`config.mk`:
```
export PLATFORM = sky130hd
export DESIGN_NAME = ldl_rr_wrr
export DESIGN_NICKNAME = d
export VERILOG_FILES = /design/src/rtl/ldl_rr_wrr.sv
export SDC_FILE = /design/constraint.sdc
export NUM_CORES = 1
export LEC_CHECK = 0
export CAP_MARGIN = 20
export CORE_ASPECT_RATIO = 0.5
export CORE_MARGIN = 2
export CORE_UTILIZATION = 35
export CTS_BUF_LIST = sky130_fd_sc_hd__clkbuf_16
export DETAILED_ROUTE_END_ITERATION = 8
export GPL_TIMING_DRIVEN = 0
export HOLD_SLACK_MARGIN = 0.12
export RECOVER_POWER = 50
export SYNTH_ARGS = -nofsm -noshare
export SYNTH_HDL_FRONTEND = slang
export SYNTH_SLANG_ARGS = --single-unit
```
`constraint.sdc`:
```
create_clock -name clk -period 2.69 [get_ports clk]
set_clock_uncertainty 0.05 [all_clocks]
set_input_delay 0.4035 -clock clk [delete_from_list [all_inputs] [get_ports clk]]
set_output_delay 0.4035 -clock clk [all_outputs]
set_load 0.005 [all_outputs]
```
`src/rtl/ldl_rr_wrr.sv`:
```
// Weighted round-robin arbiter: registered grant with valid/ready handoff,
// per-requester burst credit and lock-held multi-beat packets.
module ldl_rr_wrr #(
    parameter int REQ_WIDTH = 5,
    parameter int BIN_WIDTH = $clog2(REQ_WIDTH),
    parameter int WGT_WIDTH = 4
) (
    input  logic                           clk,
    input  logic                           rst,
    input  logic [REQ_WIDTH-1:0]           req,
    input  logic [REQ_WIDTH*WGT_WIDTH-1:0] weight,
    input  logic                           lock,
    input  logic                           ready,
    output logic                           valid,
    output logic [REQ_WIDTH-1:0]           hot,
    output logic [BIN_WIDTH-1:0]           bin,
    output logic                           first
);

    logic [WGT_WIDTH-1:0] credit_p1;
    logic                 locked_p1;

    logic                 adv;
    logic                 lock_acc;
    logic                 req_cur;
    logic                 hit_hi;
    logic                 hit_lo;
    logic                 hit;
    logic [BIN_WIDTH-1:0] pick_hi;
    logic [BIN_WIDTH-1:0] pick_lo;
    logic [BIN_WIDTH-1:0] pick;
    logic [WGT_WIDTH-1:0] pick_credit;

    logic                 valid_nxt;
    logic [BIN_WIDTH-1:0] bin_nxt;
    logic                 first_nxt;
    logic [WGT_WIDTH-1:0] credit_nxt;
    logic                 locked_nxt;

    // Beats remaining after the first one; a zero weight behaves as one.
    function automatic logic [WGT_WIDTH-1:0] burst_credit(input logic [WGT_WIDTH-1:0] w);
        return (w == '0) ? '0 : w - WGT_WIDTH'(1);
    endfunction

    assign adv      = ~valid | ready;
    assign lock_acc = valid & ready & lock;

    always_comb begin
        req_cur = 1'b0;
        for (int i = 0; i < REQ_WIDTH; i++) begin
            if (bin == BIN_WIDTH'(i)) req_cur = req[i];
        end
    end

    // Two ordered passes: indices above bin first, then 0..bin, so bin is
    // checked last and no index outside the requester range can be chosen.
    always_comb begin
        hit_hi  = 1'b0;
        hit_lo  = 1'b0;
        pick_hi = '0;
        pick_lo = '0;
        for (int i = 0; i < REQ_WIDTH; i++) begin
            if (!hit_hi && req[i] && (BIN_WIDTH'(i) > bin)) begin
                hit_hi  = 1'b1;
                pick_hi = BIN_WIDTH'(i);
            end
            if (!hit_lo && req[i] && (BIN_WIDTH'(i) <= bin)) begin
                hit_lo  = 1'b1;
                pick_lo = BIN_WIDTH'(i);
            end
        end
        hit  = hit_hi | hit_lo;
        pick = hit_hi ? pick_hi : pick_lo;
    end

    always_comb begin
        pick_credit = '0;
        for (int i = 0; i < REQ_WIDTH; i++) begin
            if (pick == BIN_WIDTH'(i)) pick_credit = burst_credit(weight[i*WGT_WIDTH +: WGT_WIDTH]);
        end
    end

    always_comb begin
        valid_nxt  = valid;
        bin_nxt    = bin;
        first_nxt  = first;
        credit_nxt = credit_p1;
        locked_nxt = locked_p1;
        if (adv) begin
            locked_nxt = lock_acc;
            if (lock_acc && req_cur) begin
                first_nxt = 1'b0;
            end else if (valid && (credit_p1 != '0) && req_cur) begin
                first_nxt  = 1'b0;
                credit_nxt = credit_p1 - WGT_WIDTH'(1);
            end else if (hit) begin
                valid_nxt  = 1'b1;
                bin_nxt    = pick;
                first_nxt  = 1'b1;
                credit_nxt = pick_credit;
            end else begin
                valid_nxt = 1'b0;
                first_nxt = 1'b0;
            end
        end
    end

    // Grant register stage
    always_ff @(posedge clk) begin
        if (rst) begin
            valid     <= 1'b0;
            bin       <= '0;
            first     <= 1'b0;
            credit_p1 <= '0;
            locked_p1 <= 1'b0;
        end else begin
            valid     <= valid_nxt;
            bin       <= bin_nxt;
            first     <= first_nxt;
            credit_p1 <= credit_nxt;
            locked_p1 <= locked_nxt;
        end
    end

    assign hot = valid ? (REQ_WIDTH'(1) << bin) : '0;

    // A recorded lock always belongs to a beat that was presented as valid.
    a_lock_on_valid: assert property (@(posedge clk) disable iff (rst)
        locked_p1 |-> $past(valid));

    a_bin_range: assert property (@(posedge clk) disable iff (rst)
        int'(bin) < REQ_WIDTH);

endmodule
```
==> results.toml <==
[clock_network]
cts_tree = "yes"
clk_latency_ns = 0.23
clock_sinks = 9
clkSlewWorstSetupHoldPaths_ns = 0.04
cts_buffer_depth = 2
cts-root-buf = "clkbuf_16"
cts_resized = 0
hold_buffers = 0
cts_setup_buffers = 0
cts_buffers = 3
cts-htree-levels = 1

[pwr]
ir_drop_mv = 0.418
power.density_mw_per_mm2 = 731
total_leakage_power_nw = 0.634

[drt]
via_per_inst = 5.43
drc = 0
wire_per_inst_um = 12.2
wirelength_um = 3000
detail-route-antenna-nets = 0
drt-initial-drc-count = 42
drtPass1Iterations = 4
vias = 1331

[final_layout]
area_delta_synth_final_pct = 44.9
num_antenna_cells = 0
drive_above_1_share_pct = 10.7
nets = 237
fin_util_pct = 54.1
fillCellCount = 307
fin_cells = 245

[placement]
io_buffers = 37
dp_hpwl_um = 2360
dpl.cell_count = 241
finalWeightedCongestion = 0.801
dp_slack_ns = -0.235

[global_route]
met1_usage_pct = 20.4
grt_overflow_total = 0
grt_pass1_wl_um = 4880
grt_usage_pct = 16.1
gr-usage-met3_pct = 3.36
use_met2_pct = 29.4
antenna_found_initial = 0
grt_max_degree = 11
first_global_vias = 1161
busiest_layer = "met2"

[floorplan]
ios = 39
dieArea_sq_mm = 0.00375
std_cell_rows = 14
die_height_um = 44.3
start_util_pct = 37.4
core_sq_mm = 0.00305
die_x_um = 84.7

[critical_path]
worstPathMaxFanout = 7
r2r_slack_ns = 0.31
path_class = "in2reg"
startpoint_type = "primary input"
rr_startpoint = "bin[1]"
r2r-end = "credit_p1[3]"
critPathRequiredTime_ns = 2.80
cp_slowest_stage_delay_ns = 0.58
worstPathArrival_ns = 2.67
cp-end-kind = "flip-flop"
crit_chain = "clkdlybuf4s50_1 -> nor2b_1 -> o21bai_1 -> a21oi_1 -> or4b_4 -> and2_1 -> buf_6 -> a41o_1 -> a211oi_2"
critical-path-slowest-cell = "or4b_4"
critical_path.startpoint = "req[1]"
worstRegToRegCells = 8

[yosys]
synth.most_common_cell = "nor2_1"
yosysWarnings = 0
syn_area_sq_mm = 0.00114
syn-instance-count = 164
synth_common_cells = "16 x nor2_1, 14 x a21oi_1, 14 x nand2_1"
syn_area_per_cell_sq_um = 6.94
ys_seq_area_share_pct = 15.8
ys.flop_type = "dfxtp_1"
synth_edf_count = 0
yosys.area.top_type = "dfxtp_1"
async_reset_ff_share_pct = 0
synth.distinct_cells = 52
synth_top_area_share_pct = 15.8
synth-seq-cells = 9
synth_area_leaders = "dfxtp_1 16%, a21oi_1 6.2%, nor2_1 5.3%"
synth_nets = 195

[sta]
setup_tns_ns = 0
hold_violations = 0
tightest_slew_ns = 0.628
setup_viol = 0
fin_crit_sh_pct = 95.1
fin_ws_ns = 0.132
maxSlewHeadroom_pct = 58.1
period_needed_ns = 2.56
max_freq_mhz = 391
slew_violations = 0
hold_ws_ns = 0.397

[worst_hold_path]
worstHoldEndpoint = "first"
worstHoldStart = "first"
hold_class = "reg2reg"
hold_depth = 2

[status]
status = "finished clean"

[job]
drv_cap = 0
==> critical path, delay by kind of cell <==
| kind | cells | cell delay (ns) |
|---|---|---|
| AND/OR/NAND/NOR | 3 | 0.94 |
| buffers and inverters | 2 | 0.64 |
| AO/OA/AOI/OAI | 4 | 0.68 |
==> report_power, final <==
group,total (mW),switching [mW],internal [mW],leakage (nW)
clock,0.256,0.0617,0.194,0.0423
sequential,0.230,0.0490,0.181,0.0747
combinational,0.721,0.373,0.348,0.517
total,1.21,0.484,0.723,0.634
==> area by class of cell <==
type | count | area (sq um) | area share (%)
well taps | 40 | 50.0 | 3.03
inverters | 9 | 33.8 | 2.05
repair buffers | 37 | 370 | 22.4
flip-flops and latches | 9 | 180 | 10.9
plain buffers | 7 | 37.5 | 2.27
multi-input cells | 139 | 900 | 54.5
clock buffers | 3 | 75.1 | 4.55
clock inverters | 1 | 3.75 | 0.227
==> per-stage QoR <==
stage	cell area [sq um]	power [mW]
4_1_cts	1640	1.21
3_5_place_dp	1560	0.944
3_3_place_gp	1560	0.940
6_report	1650	1.21
5_1_grt	1650	1.31
2_1_floorplan	1140	0.714
==> layout by cell type, fill, tap and decap left out, types with 5 or more instances in the layout <==
master,instances
a21oi_1,14
clkdlybuf4s50_1,31
dfxtp_1,9
dlygate4sd3_1,6
inv_1,9
nand2_1,14
nor2_1,16
nor2b_1,5
nor3_1,10
nor3b_1,6
o21ai_0,11
==> metal layers <==
layer | vias to the layer above | part of all wire [%]
li1 | 706 | -
met1 | 592 | 53
met2 | 29 | 42
met3 | 4 | 3.8
met4 | 0 | 0.80
met5 | - | 0
==> state kept, by name, summed over array words and instances (netlist names) <==
register,flops
bin,3
credit_p1,4
first,1
valid,1
==> how the worst max path moves through the flow <==
stage                               to  slack [ns]
after detailed placement  credit_p1[2]       -0.24
after global placement    credit_p1[2]       -0.22
after global routing      credit_p1[1]     -0.0008
after floorplan           credit_p1[2]        0.43
after CTS                 credit_p1[2]        0.01
final                     credit_p1[2]        0.13
==> kinds of logic (layout without fill, tap and decap cells) <==
| kind of cell | Yosys count | count (layout) | synth area share (%) |
|---|---|---|---|
| flops | 9 | 9 | 15.8 |
| compound gates | 59 | 59 | 34.6 |
| buf+inv | 16 | 57 | 6.26 |
| fa+ha+maj | 3 | 3 | 3.08 |
| xor+xnor | 1 | 1 | 0.769 |
| simple gates | 70 | 70 | 33.8 |
| mux | 6 | 6 | 5.60 |
Power figures use the tool's default switching activity.
